File: config.mk
export PLATFORM = sky130hd
export DESIGN_NAME = tag_issue_ctrl_flat
export DESIGN_NICKNAME = d
export VERILOG_FILES = /design/src/rtl/tag_issue_ctrl_if.sv /design/src/rtl/tag_issue_ctrl.sv /design/src/flat_wrapper.sv
export SDC_FILE = /design/constraint.sdc
export NUM_CORES = 1
export LEC_CHECK = 0
export ABC_AREA = 1
export CORE_ASPECT_RATIO = 0.6
export CORE_UTILIZATION = 30
export CTS_CLUSTER_DIAMETER = 120
export CTS_CLUSTER_SIZE = 8
export DETAILED_ROUTE_END_ITERATION = 10
export PLACE_DENSITY = 0.54
export SYNTH_ARGS = -nofsm -noshare
export SYNTH_HDL_FRONTEND = slang
export SYNTH_SLANG_ARGS = --single-unit
export TNS_END_PERCENT = 50
File: constraint.sdc
create_clock -name clk -period 2.23 [get_ports clk]
set_input_delay 0.3345 -clock clk [delete_from_list [all_inputs] [get_ports clk]]
set_output_delay 0.3345 -clock clk [all_outputs]
set_load 0.01 [all_outputs]
File: src/rtl/tag_issue_ctrl_if.sv
// Handshake bundle between the column tag allocator controller and its host.
// start is accepted only while ready is high; flush and tile_done are one-cycle strobes.
interface tag_issue_ctrl_if #(
    parameter int NUM_COL = 8
);
    localparam int TAG_W = $clog2(NUM_COL) + 1;

    logic               start;
    logic               abort;
    logic [NUM_COL-1:0] col_done;
    logic [TAG_W-1:0]   tag_in;
    logic               flush;
    logic [NUM_COL-1:0] tag_locks;
    logic               ready;
    logic               busy;
    logic               tile_done;
    logic [2:0]         state_dbg;

    modport master (
        output start, abort, col_done,
        input  tag_in, flush, tag_locks, ready, busy, tile_done, state_dbg
    );

    modport slave (
        input  start, abort, col_done,
        output tag_in, flush, tag_locks, ready, busy, tile_done, state_dbg
    );
endinterface

File: src/rtl/tag_issue_ctrl.sv
// Tile-level tag issuer: hands out a non-zero tag, walks a thermometer lock mask
// across the columns, waits for every column to finish, then releases the locks.
module tag_issue_ctrl #(
    parameter int NUM_COL = 8
) (
    input  logic                clk,
    input  logic                rstn,
    tag_issue_ctrl_if.slave     bus
);
    localparam int TAG_W  = $clog2(NUM_COL) + 1;
    localparam int STEP_W = $clog2(NUM_COL);
    localparam logic [STEP_W-1:0] LAST_STEP = STEP_W'(NUM_COL - 2);
    localparam logic [TAG_W-1:0]  MAX_TAG   = TAG_W'(NUM_COL);
    localparam logic [TAG_W-1:0]  TAG_ONE   = TAG_W'(1);

    typedef enum logic [2:0] {
        S_IDLE    = 3'd0,
        S_ISSUE   = 3'd1,
        S_SHIFT   = 3'd2,
        S_WAIT    = 3'd3,
        S_RELEASE = 3'd4
    } state_e;

    state_e             state_q, state_d;
    logic [TAG_W-1:0]   cnt_q, cnt_d;
    logic [TAG_W-1:0]   tag_q, tag_d;
    logic [NUM_COL-1:0] locks_q, locks_d;
    logic [NUM_COL-1:0] done_q, done_d;
    logic [STEP_W-1:0]  step_q, step_d;
    logic               flush_q, flush_d;
    logic               tile_done_q, tile_done_d;

    always_ff @(posedge clk or negedge rstn) begin
        if (!rstn) begin
            state_q     <= S_IDLE;
            cnt_q       <= '0;
            tag_q       <= '0;
            locks_q     <= '0;
            done_q      <= '0;
            step_q      <= '0;
            flush_q     <= 1'b0;
            tile_done_q <= 1'b0;
        end else begin
            state_q     <= state_d;
            cnt_q       <= cnt_d;
            tag_q       <= tag_d;
            locks_q     <= locks_d;
            done_q      <= done_d;
            step_q      <= step_d;
            flush_q     <= flush_d;
            tile_done_q <= tile_done_d;
        end
    end

    // Registered outputs are computed from the next state so they line up
    // with the state they belong to.
    always_comb begin
        state_d     = state_q;
        cnt_d       = cnt_q;
        tag_d       = tag_q;
        locks_d     = locks_q;
        done_d      = done_q;
        step_d      = step_q;
        flush_d     = 1'b0;
        tile_done_d = 1'b0;

        if (bus.abort) begin
            state_d = S_IDLE;
            locks_d = '0;
            done_d  = '0;
        end else begin
            unique case (state_q)
                S_IDLE: begin
                    locks_d = '0;
                    done_d  = '0;
                    if (bus.start) begin
                        cnt_d   = (cnt_q == MAX_TAG) ? TAG_ONE : cnt_q + TAG_ONE;
                        tag_d   = cnt_d;
                        step_d  = '0;
                        flush_d = 1'b1;
                        state_d = S_ISSUE;
                    end
                end
                S_ISSUE: begin
                    locks_d = NUM_COL'(1);
                    done_d  = '0;
                    step_d  = '0;
                    state_d = S_SHIFT;
                end
                S_SHIFT: begin
                    done_d  = done_q | bus.col_done;
                    locks_d = {locks_q[NUM_COL-2:0], 1'b1};
                    step_d  = step_q + STEP_W'(1);
                    if (step_q == LAST_STEP) begin
                        state_d = S_WAIT;
                    end
                end
                S_WAIT: begin
                    done_d = done_q | bus.col_done;
                    // Only the mask as registered counts, so WAIT lasts at least one cycle.
                    if (&done_q) begin
                        locks_d     = '0;
                        done_d      = '0;
                        tile_done_d = 1'b1;
                        state_d     = S_RELEASE;
                    end
                end
                S_RELEASE: begin
                    locks_d = '0;
                    done_d  = '0;
                    state_d = S_IDLE;
                end
                default: begin
                    locks_d = '0;
                    done_d  = '0;
                    state_d = S_IDLE;
                end
            endcase
        end
    end

    assign bus.tag_in    = tag_q;
    assign bus.flush     = flush_q;
    assign bus.tag_locks = locks_q;
    assign bus.tile_done = tile_done_q;
    assign bus.ready     = (state_q == S_IDLE);
    assign bus.busy      = (state_q != S_IDLE);
    assign bus.state_dbg = state_q;

    a_flush_in_issue : assert property (@(posedge clk) disable iff (!rstn)
        flush_q == (state_q == S_ISSUE));
    a_done_in_release : assert property (@(posedge clk) disable iff (!rstn)
        tile_done_q == (state_q == S_RELEASE));
    a_tag_nonzero : assert property (@(posedge clk) disable iff (!rstn)
        flush_q |-> (tag_q != '0));
endmodule
File: src/flat_wrapper.sv
// flat-port wrapper written by rule: the top's interface ports become plain ports
module tag_issue_ctrl_flat 
#(
    parameter int NUM_COL = 8
)
  (clk, rstn, bus_start, bus_abort, bus_col_done, bus_tag_in, bus_flush, bus_tag_locks, bus_ready, bus_busy, bus_tile_done, bus_state_dbg);
  tag_issue_ctrl_if #(.NUM_COL(NUM_COL)) bus_i ();
  input  logic clk;
  input  logic rstn;
  input wire logic [$bits(bus_i.start)-1:0] bus_start;
  input wire logic [$bits(bus_i.abort)-1:0] bus_abort;
  input wire logic [$bits(bus_i.col_done)-1:0] bus_col_done;
  output wire logic [$bits(bus_i.tag_in)-1:0] bus_tag_in;
  output wire logic [$bits(bus_i.flush)-1:0] bus_flush;
  output wire logic [$bits(bus_i.tag_locks)-1:0] bus_tag_locks;
  output wire logic [$bits(bus_i.ready)-1:0] bus_ready;
  output wire logic [$bits(bus_i.busy)-1:0] bus_busy;
  output wire logic [$bits(bus_i.tile_done)-1:0] bus_tile_done;
  output wire logic [$bits(bus_i.state_dbg)-1:0] bus_state_dbg;
  assign bus_i.start = bus_start;
  assign bus_i.abort = bus_abort;
  assign bus_i.col_done = bus_col_done;
  assign bus_tag_in = bus_i.tag_in;
  assign bus_flush = bus_i.flush;
  assign bus_tag_locks = bus_i.tag_locks;
  assign bus_ready = bus_i.ready;
  assign bus_busy = bus_i.busy;
  assign bus_tile_done = bus_i.tile_done;
  assign bus_state_dbg = bus_i.state_dbg;
  tag_issue_ctrl #(.NUM_COL(NUM_COL)) u_core (.clk(clk), .rstn(rstn), .bus(bus_i));
endmodule
-- Word-level counts from Yosys, hierarchy flattened
Index checks and enable logic that the tools add are counted.
- flip-flop bits (word level): 28
- bits of input ports: 12
- output and inout bits: 19
- word-level logic and storage cells: 47
- add/subtract/negate cells: 2
- equality and inequality tests: 9
- muxes and demuxes: 20
- bitwise operators: 2
- reductions and logical operators: 7
- operators with widths (kind ; number):
    2-to-1 mux 8 bit ; 4
    case mux 8 bit (3 select lines) ; 1
    case mux 8 bit (2 select lines) ; 1
    2-to-1 mux 3 bit ; 5
    case mux 3 bit (4 select lines) ; 1
    case mux 3 bit (3 select lines) ; 1
    AND reduction 3 bit ; 3
    OR 8 bit ; 1
    AND reduction 8 bit ; 1
    == test 3 x 2 -> 1 bit, second input constant ; 2
    2-to-1 mux 1 bit ; 6
    inequality test 3 x 2 -> 1 bit, second input constant ; 2
    nonzero test 3 bit ; 2
    adder 4 x 1 -> 4 bit, second input constant ; 1
    == test 4 bit, second input constant ; 1
    2-to-1 mux 4 bit ; 1
    adder 3 x 1 -> 3 bit, second input constant ; 1
    == test 3 x 1 -> 1 bit, second input constant ; 1
    == test 3 bit, second input constant ; 1
    zero test 3 bit ; 1
    inequality test 3 bit, second input constant ; 1
    inequality test 2 bit, second input constant ; 1
    NOT 1 bit ; 1

-- Depth between registers and ports, before layout
Gate-level depths: netlist (run 1).
- depth in word-level cells: 4
- gate-level depth with buffers: 7
- depth with buffers taken out: 7

-- Worst setup path after synthesis (run 1)
OpenSTA, ideal clock, no wires.
- path kind: register -> output
- start point: register u_core.state_q[2] (netlist: u_core.bus.state_dbg[2])
- end point: output bus_ready
- data arrival time: 876 ps
- data required time: 1896 ps
- setup slack: 1020 ps
- stages on the path, launching flop included: 4
- buffers on the path: 0
- path through: dfrtp_1 nor2_2 nand2_2 inv_1
- longest elaborated chain between the ends: 1
- RTL lines (element ; RTL line ; text):
    start, declared ; tag_issue_ctrl.sv:24 ; state_e state_q, state_d;
    start signal, assigned ; tag_issue_ctrl.sv:44 ; state_q <= state_d;
    zero test 3 bit ; tag_issue_ctrl.sv:126 ; assign bus.ready = (state_q == S_IDLE);
    end, declared ; flat_wrapper.sv:16 ; output wire logic [$bits(bus_i.ready)-1:0] bus_ready;
Every way passes these cells.

-- Worst setup path in the final report (run 1)
Same ends and word-level chain as after synthesis.

==> out/qor.yml, run 1 <==
outcome:
  status: "complete, no violations"
synth:
  yosysUniqueCellTypes: 20
  syn_nets: 168
  synth_area_leader_cell: "dfrtp_1"
  synth.avg_cell_area_um2: 8.68
  seq_area_frac_synth_pct: 53.1
  yosys-top-cells-area: "dfrtp_1 53%, nand2_1 13%, nor2_1 6.5%"
  synth_area_um2: 1320
  synth_top_cell_area_share_pct: 53.1
  syn_inst: 152
  ys_ff_latch: 28
  ys_warn_count: 0
sta:
  rsz0062_at_grt: "false"
  clock_skew_ns: 0.00237
  fin_crit_sh_pct: 90.0
  tightest_slew_ns: 0.428
  relSlewSlack_pct: 71.4
  hold_viol_final: 0
  setup_viol: 0
  finalCriticalPeriod_ns: 2.01
  tns_ns: 0
  fmax_ghz: 0.498
  drv_slew: 0
clock_network:
  post_cts_buffers: 0
  htreeDepth: 1
  root_buffer: "clkbuf_8"
  tritoncts: "done"
  clk_pin_slew_ns: 0.09
  cts_resized: 0
  clock_latency_ns: 0.27
  hold_buffers: 0
  cts_made_buffers: 3
  cts_buffer_depth: 2
  numClockSinks: 28
final_layout:
  seqCellArea_um2: 701
  nNetsFinal: 203
  synthToLayoutAreaGrowth_pct: 34.1
  multi_input_area_um2: 564
  layout-drive-gt1-share_pct: 11.8
  n_fill_cell: 413
  num_antenna_cells: 0
routing:
  remaining_drc_errors: 0
  wl_per_cell_um: 11.1
  routed_wl_mm: 2.73
  ant_nets: 0
  vias: 1040
  avgViaCountPerCell: 4.23
  drt_iter0_markers: 58
  first_pass_iters: 4
power_and_ir_drop:
  power.leakage_nw: 0.853
  p_total_w: 0.00160
  pwr_density_cell_nw_per_um2: 908
  ir_worst_vdd_uv: 309
die:
  die_x_um: 87.6
  die_h_um: 53.4
  core-area_um2: 4170
  ios: 31
  die_area_um2: 4670
  num_rows: 18
  start_util_pct: 31.7
worst_setup_path:
  rr_worst_depth: 5
  cp-end-kind: "output pin"
  crit_required_ns: 1.90
  crit_arrival_ns: 1.67
  critPathLaunchType: "register"
  path_class: "register to output pin"
  cp_max_fo: 6
global_route:
  grt_pass1_wl_mm: 4.64
  antenna_found_initial: 0
  grt_use_total_pct: 13.5
  grt_max_degree: 29
  grt-ovfl-total: 0
  grt_pass1_vias: 1018
placement:
  gp_congestion: 0.824
  port_buffers: 30
  hpwl_mm: 2.04
hold_path:
  hp-class: "input port to asynchronous set/reset pin"
job:
  maxCapViolCount: 0
registers in the layout (all words and copies together), names as in the netlist:
register / count
u_core.bus.tag_locks: 8
u_core.done_q: 8
u_core.bus.tag_in: 4
u_core.bus.state_dbg: 3
u_core.step_q: 3
u_core.bus.flush: 1
u_core.bus.tile_done: 1
cell usage in the layout (no fill, tap or decap), types with 2 or more instances in the layout:
master            n
nand4_1           3
nor2_1           23
inv_1            10
inv_2             3
clkdlybuf4s50_1  30
nor2_4            2
o21ai_0           2
clkbuf_8          3
nor2_2            2
nand2_2           4
nand3_1          15
ha_1              4
nor3b_2           2
nand2_1          47
dfrtp_1          28
cell usage after synthesis, drive strengths merged:
library cell,instances
nand2,52
dfrtp,28
nor2,27
nand3,15
inv,13
ha,4
nand4,3
nor3,2
nor3b,2
o21ai,2
a21oi,1
buf,1
nand3b,1
xor2,1
cell families (layout without fill, tap and decap cells):
kind of cell             count (synthesis)  in the layout  synth area share, %
AO/OA/AOI/OAI                            3              3                 1.42
XOR/XNOR                                 1              1                0.664
adder cells (fa/ha/maj)                  4              4                 3.80
buffers and inverters                   14             48                 4.08
flip-flops                              28             28                 53.1
AND/OR/NAND/NOR                        102            102                 36.9
layer usage:
layer  up-vias  part of all wire [%]  global-route usage, %  wire, um
met1       471                    53                   18.5      1460
li1        549                     -                      -         -
met4         0                  0.51                   3.55        14
met5         -                     0                      0         0
met2        18                    43                   20.8      1170
met3         2                   3.1                   3.74        85
critical path, cell delays in order (launching register included):
cell,delay [ns]
dfrtp_1,0.49
nor2_2,0.21
nand2_2,0.10
inv_1,0.06
clkdlybuf4s50_1,0.53
worst paths after layout:
check / startpoint / to / slack, ns
max: u_core.bus.state_dbg[2] / bus_ready / 0.22
min: rstn / u_core.done_q[5] / 0.44
max reg2reg: u_core.bus.state_dbg[2] / u_core.bus.tag_locks[0] / 0.96
min reg2reg: u_core.done_q[7] / u_core.done_q[7] / 0.52
max in group asynchronous: rstn / u_core.step_q[2] / 1.54
min in group clk: u_core.done_q[7] / u_core.done_q[7] / 0.52
through the flow:
stage          cells  hold WS [ns]  utilization, %  area [um2]  setup slack, ns
2_1_floorplan    152        0.0389               -        1320             1.02
3_3_place_gp     242         0.490            40.7        1700            0.578
3_5_place_dp     242         0.500            40.7        1700            0.556
4_1_cts          246         0.446            42.4        1770            0.218
5_1_grt          246         0.468            42.4        1770            0.142
6_report         246         0.435            42.4        1770            0.222
power breakdown:
group	leakage, nW	internal, W	switching, W	total, W
combinational	0.437	0.000242	0.000278	0.000520
sequential	0.380	0.000590	0.0000997	0.000689
clock	0.0357	0.000240	0.000156	0.000396
layout make-up:
class	count	share of cell area, %
flip-flops and latches	28	39.6
multi-input cells	110	31.9
repair buffers	31	17.4
well taps	60	4.25
inverters	13	2.76
clock buffers	3	2.34
clock inverters	1	1.70
(Power assumes the default switching activity.)
==> run 2, diff against run 1 <==
CTS_CLUSTER_SIZE = not set   (was 8)
==> results of run 2 <==
No change in the layout: final DEF, timing and power equal those of run 1.
==> run 3, diff against run 2 <==
PLACE_DENSITY = 0.56   (was 0.54)
clock period = 1.64 ns   (was 2.23 ns; I/O delays follow)
==> run 3 against run 2 <==
First-iteration DRC count is 14% higher. Wire length is 0.99% lower. Via count is 1.6% higher. Clock-buffer cell count stayed put. Clock skew is 0.00057 ns lower.
==> out/qor.yml, run 3 (same netlist as run 1, synthesis figures left out) <==
job:
  maxCapViolCount: 0  # unchanged
worst_setup_path:
  cp_max_fo: 5  # -1
  critPathLaunchType: "register"
  crit_arrival_ns: 1.33  # -0.34 ns
  crit_chain: "buf_4 -> clkdlybuf4s50_1"
  max_stage_delay_ns: 0.54  # about the same
  reg2reg_from: "u_core.bus.state_dbg[2]"
  cp-end-kind: "output pin"
  path_class: "register to output pin"
  rr_worst_depth: 7  # +2
  crit_required_ns: 1.39  # -0.51 ns
  critPathSlowestCell: "clkdlybuf4s50_1"
  r2r_slack_ns: 0.33  # -0.63 ns
  worstReg2RegEnd: "u_core.step_q[2]"
global_route:
  grt.busiest_layer: "met2"
  grt_util_met3_pct: 4.21  # +0.47 points
  grt_use_total_pct: 13.5  # about the same
  grt_pass1_wl_mm: 4.63  # -0.30%
  grt_util_met2_pct: 19.8  # -1.0 points
  antenna_found_initial: 0  # unchanged
  grt_max_degree: 29  # unchanged
  grt_use_met1_pct: 19.0  # +0.55 points
  grt_pass1_vias: 992  # -2.6%
  grt-ovfl-total: 0  # unchanged
routing:
  drt_iter0_markers: 66  # +14%
  avgViaCountPerCell: 4.23  # about the same
  ant_nets: 0  # unchanged
  first_pass_iters: 4  # unchanged
  wl_per_cell_um: 10.8  # -2.6%
  remaining_drc_errors: 0  # unchanged
  routed_wl_mm: 2.70  # -0.99%
  vias: 1057  # +1.6%
die:
  die_x_um: 87.6  # unchanged
  die_area_um2: 4670  # unchanged
  die_h_um: 53.4  # unchanged
  num_rows: 18  # unchanged
  core-area_um2: 4170  # unchanged
  ios: 31  # unchanged
  start_util_pct: 31.7  # unchanged
clock_network:
  root_buffer: "clkbuf_8"
  clk_pin_slew_ns: 0.09  # about the same
  clock_latency_ns: 0.27  # about the same
  cts_buffer_depth: 2  # unchanged
  htreeDepth: 1  # unchanged
  numClockSinks: 28  # unchanged
  cts_made_buffers: 3  # unchanged
  tritoncts: "done"
power_and_ir_drop:
  power.leakage_nw: 0.894  # +4.8%
  ir_worst_vdd_uv: 422  # +37%
  p_total_w: 0.00220  # +37%
  pwr_density_cell_nw_per_um2: 1220  # +35%
final_layout:
  design_area_um2: 1800  # +1.7%
  num_antenna_cells: 0  # unchanged
  layout_common_cells: "47 x nand2_1, 28 x dfrtp_1, 27 x clkdlybuf4s50_1"
  final_util_pct: 43.2  # +0.72 points
  n_fill_cell: 396  # -4.1%
  layout-drive-gt1-share_pct: 13.7  # +1.9 points
  final_common_cell: "nand2_1"
  nNetsFinal: 207  # +2.0%
  synthToLayoutAreaGrowth_pct: 36.3
placement:
  hpwl_mm: 2.04  # -0.11%
  placed_area_um2: 1720  # +1.3%
  port_buffers: 30  # unchanged
  gp_congestion: 0.866  # +5.1%
sta:
  tns_ns: 0  # unchanged
  rsz0062_at_grt: "false"
  hold_viol_final: 0  # unchanged
  setup_viol: 0  # unchanged
  clock_skew_ns: 0.00180  # -0.000575 ns
  drv_slew: 0  # unchanged
  fmax_ghz: 0.634
  holdWs_ns: 0.334  # -0.102 ns
  relSlewSlack_pct: 71.7  # +0.30 points
  tightest_slew_ns: 0.423  # -0.00443 ns
  finalCriticalPeriod_ns: 1.58
  fin_crit_sh_pct: 96.1
outcome:
  status: "complete, no violations"
hold_path:
  hp-class: "input port to asynchronous set/reset pin"
-- run 3: cell count changes in the layout (fill, tap and decap cells not counted), sizes merged --
cell,before,now
dlygate4sd2,0,2
clkdlybuf4s50,30,27
buf,1,5
dlymetal6s2s,0,1
-- run 3: worst max path at each step --
stage                            start              endpoint  slack (ns)  cells past startpoint
3_3_place_gp                 bus_abort      u_core.step_q[2]        0.12                      7
4_1_cts        u_core.bus.state_dbg[2]      bus_state_dbg[2]        0.02                      2
2_1_floorplan  u_core.bus.state_dbg[2]  u_core.bus.tag_in[2]        0.46                      6
3_5_place_dp                 bus_abort      u_core.step_q[2]        0.09                      7
5_1_grt        u_core.bus.state_dbg[1]      bus_state_dbg[1]        0.01                      2
6_report       u_core.bus.state_dbg[1]      bus_state_dbg[1]        0.06                      2
-- run 3: routing by layer --
metal,wire length (um),vias up,share of wire [%]
met3,106,5,3.9
met2,1070,15,40
met5,0,-,0
met1,1500,481,56
met4,19,0,0.70
li1,-,556,-
-- run 3: through the flow --
step	std cells	setup slack (ns)
final	250	0.0636
after CTS	250	0.0171
after detailed placement	245	0.0924
after floorplan	152	0.462
after global placement	245	0.121
after global routing	250	0.0113
-- run 3: power breakdown --
group | internal [W] | switching (W) | leakage (nW)
Combinational | 0.000345 | 0.000391 | 0.478
Clock | 0.000327 | 0.000213 | 0.0357
Sequential | 0.000802 | 0.000120 | 0.380
Total | 0.00147 | 0.000724 | 0.894
-- run 3: layout make-up --
type / instances / area (um2) / area share [%]
Clock buffer: 3 / 41.3 / 2.30
Clock inverter: 1 / 30.0 / 1.67
Inverter: 13 / 48.8 / 2.71
Multi-Input combinational cell: 110 / 564 / 31.4
Sequential cell: 28 / 701 / 39.0
Tap cell: 60 / 75.1 / 4.18
Timing Repair Buffer: 35 / 338 / 18.8
-- run 3: repair_timing --
item,in CTS,in global routing
setup buffers,1,0
hold buffers,0,0
pin swaps,1,0
resized for setup,2,1
endpoints found under the setup margin,2,1
-- run 3: worst max-delay path: cells and delay by family (launching register included) --
| family | cells | cell delay, ns |
|---|---|---|
| buf+inv | 2 | 0.69 |
| flops | 1 | 0.37 |
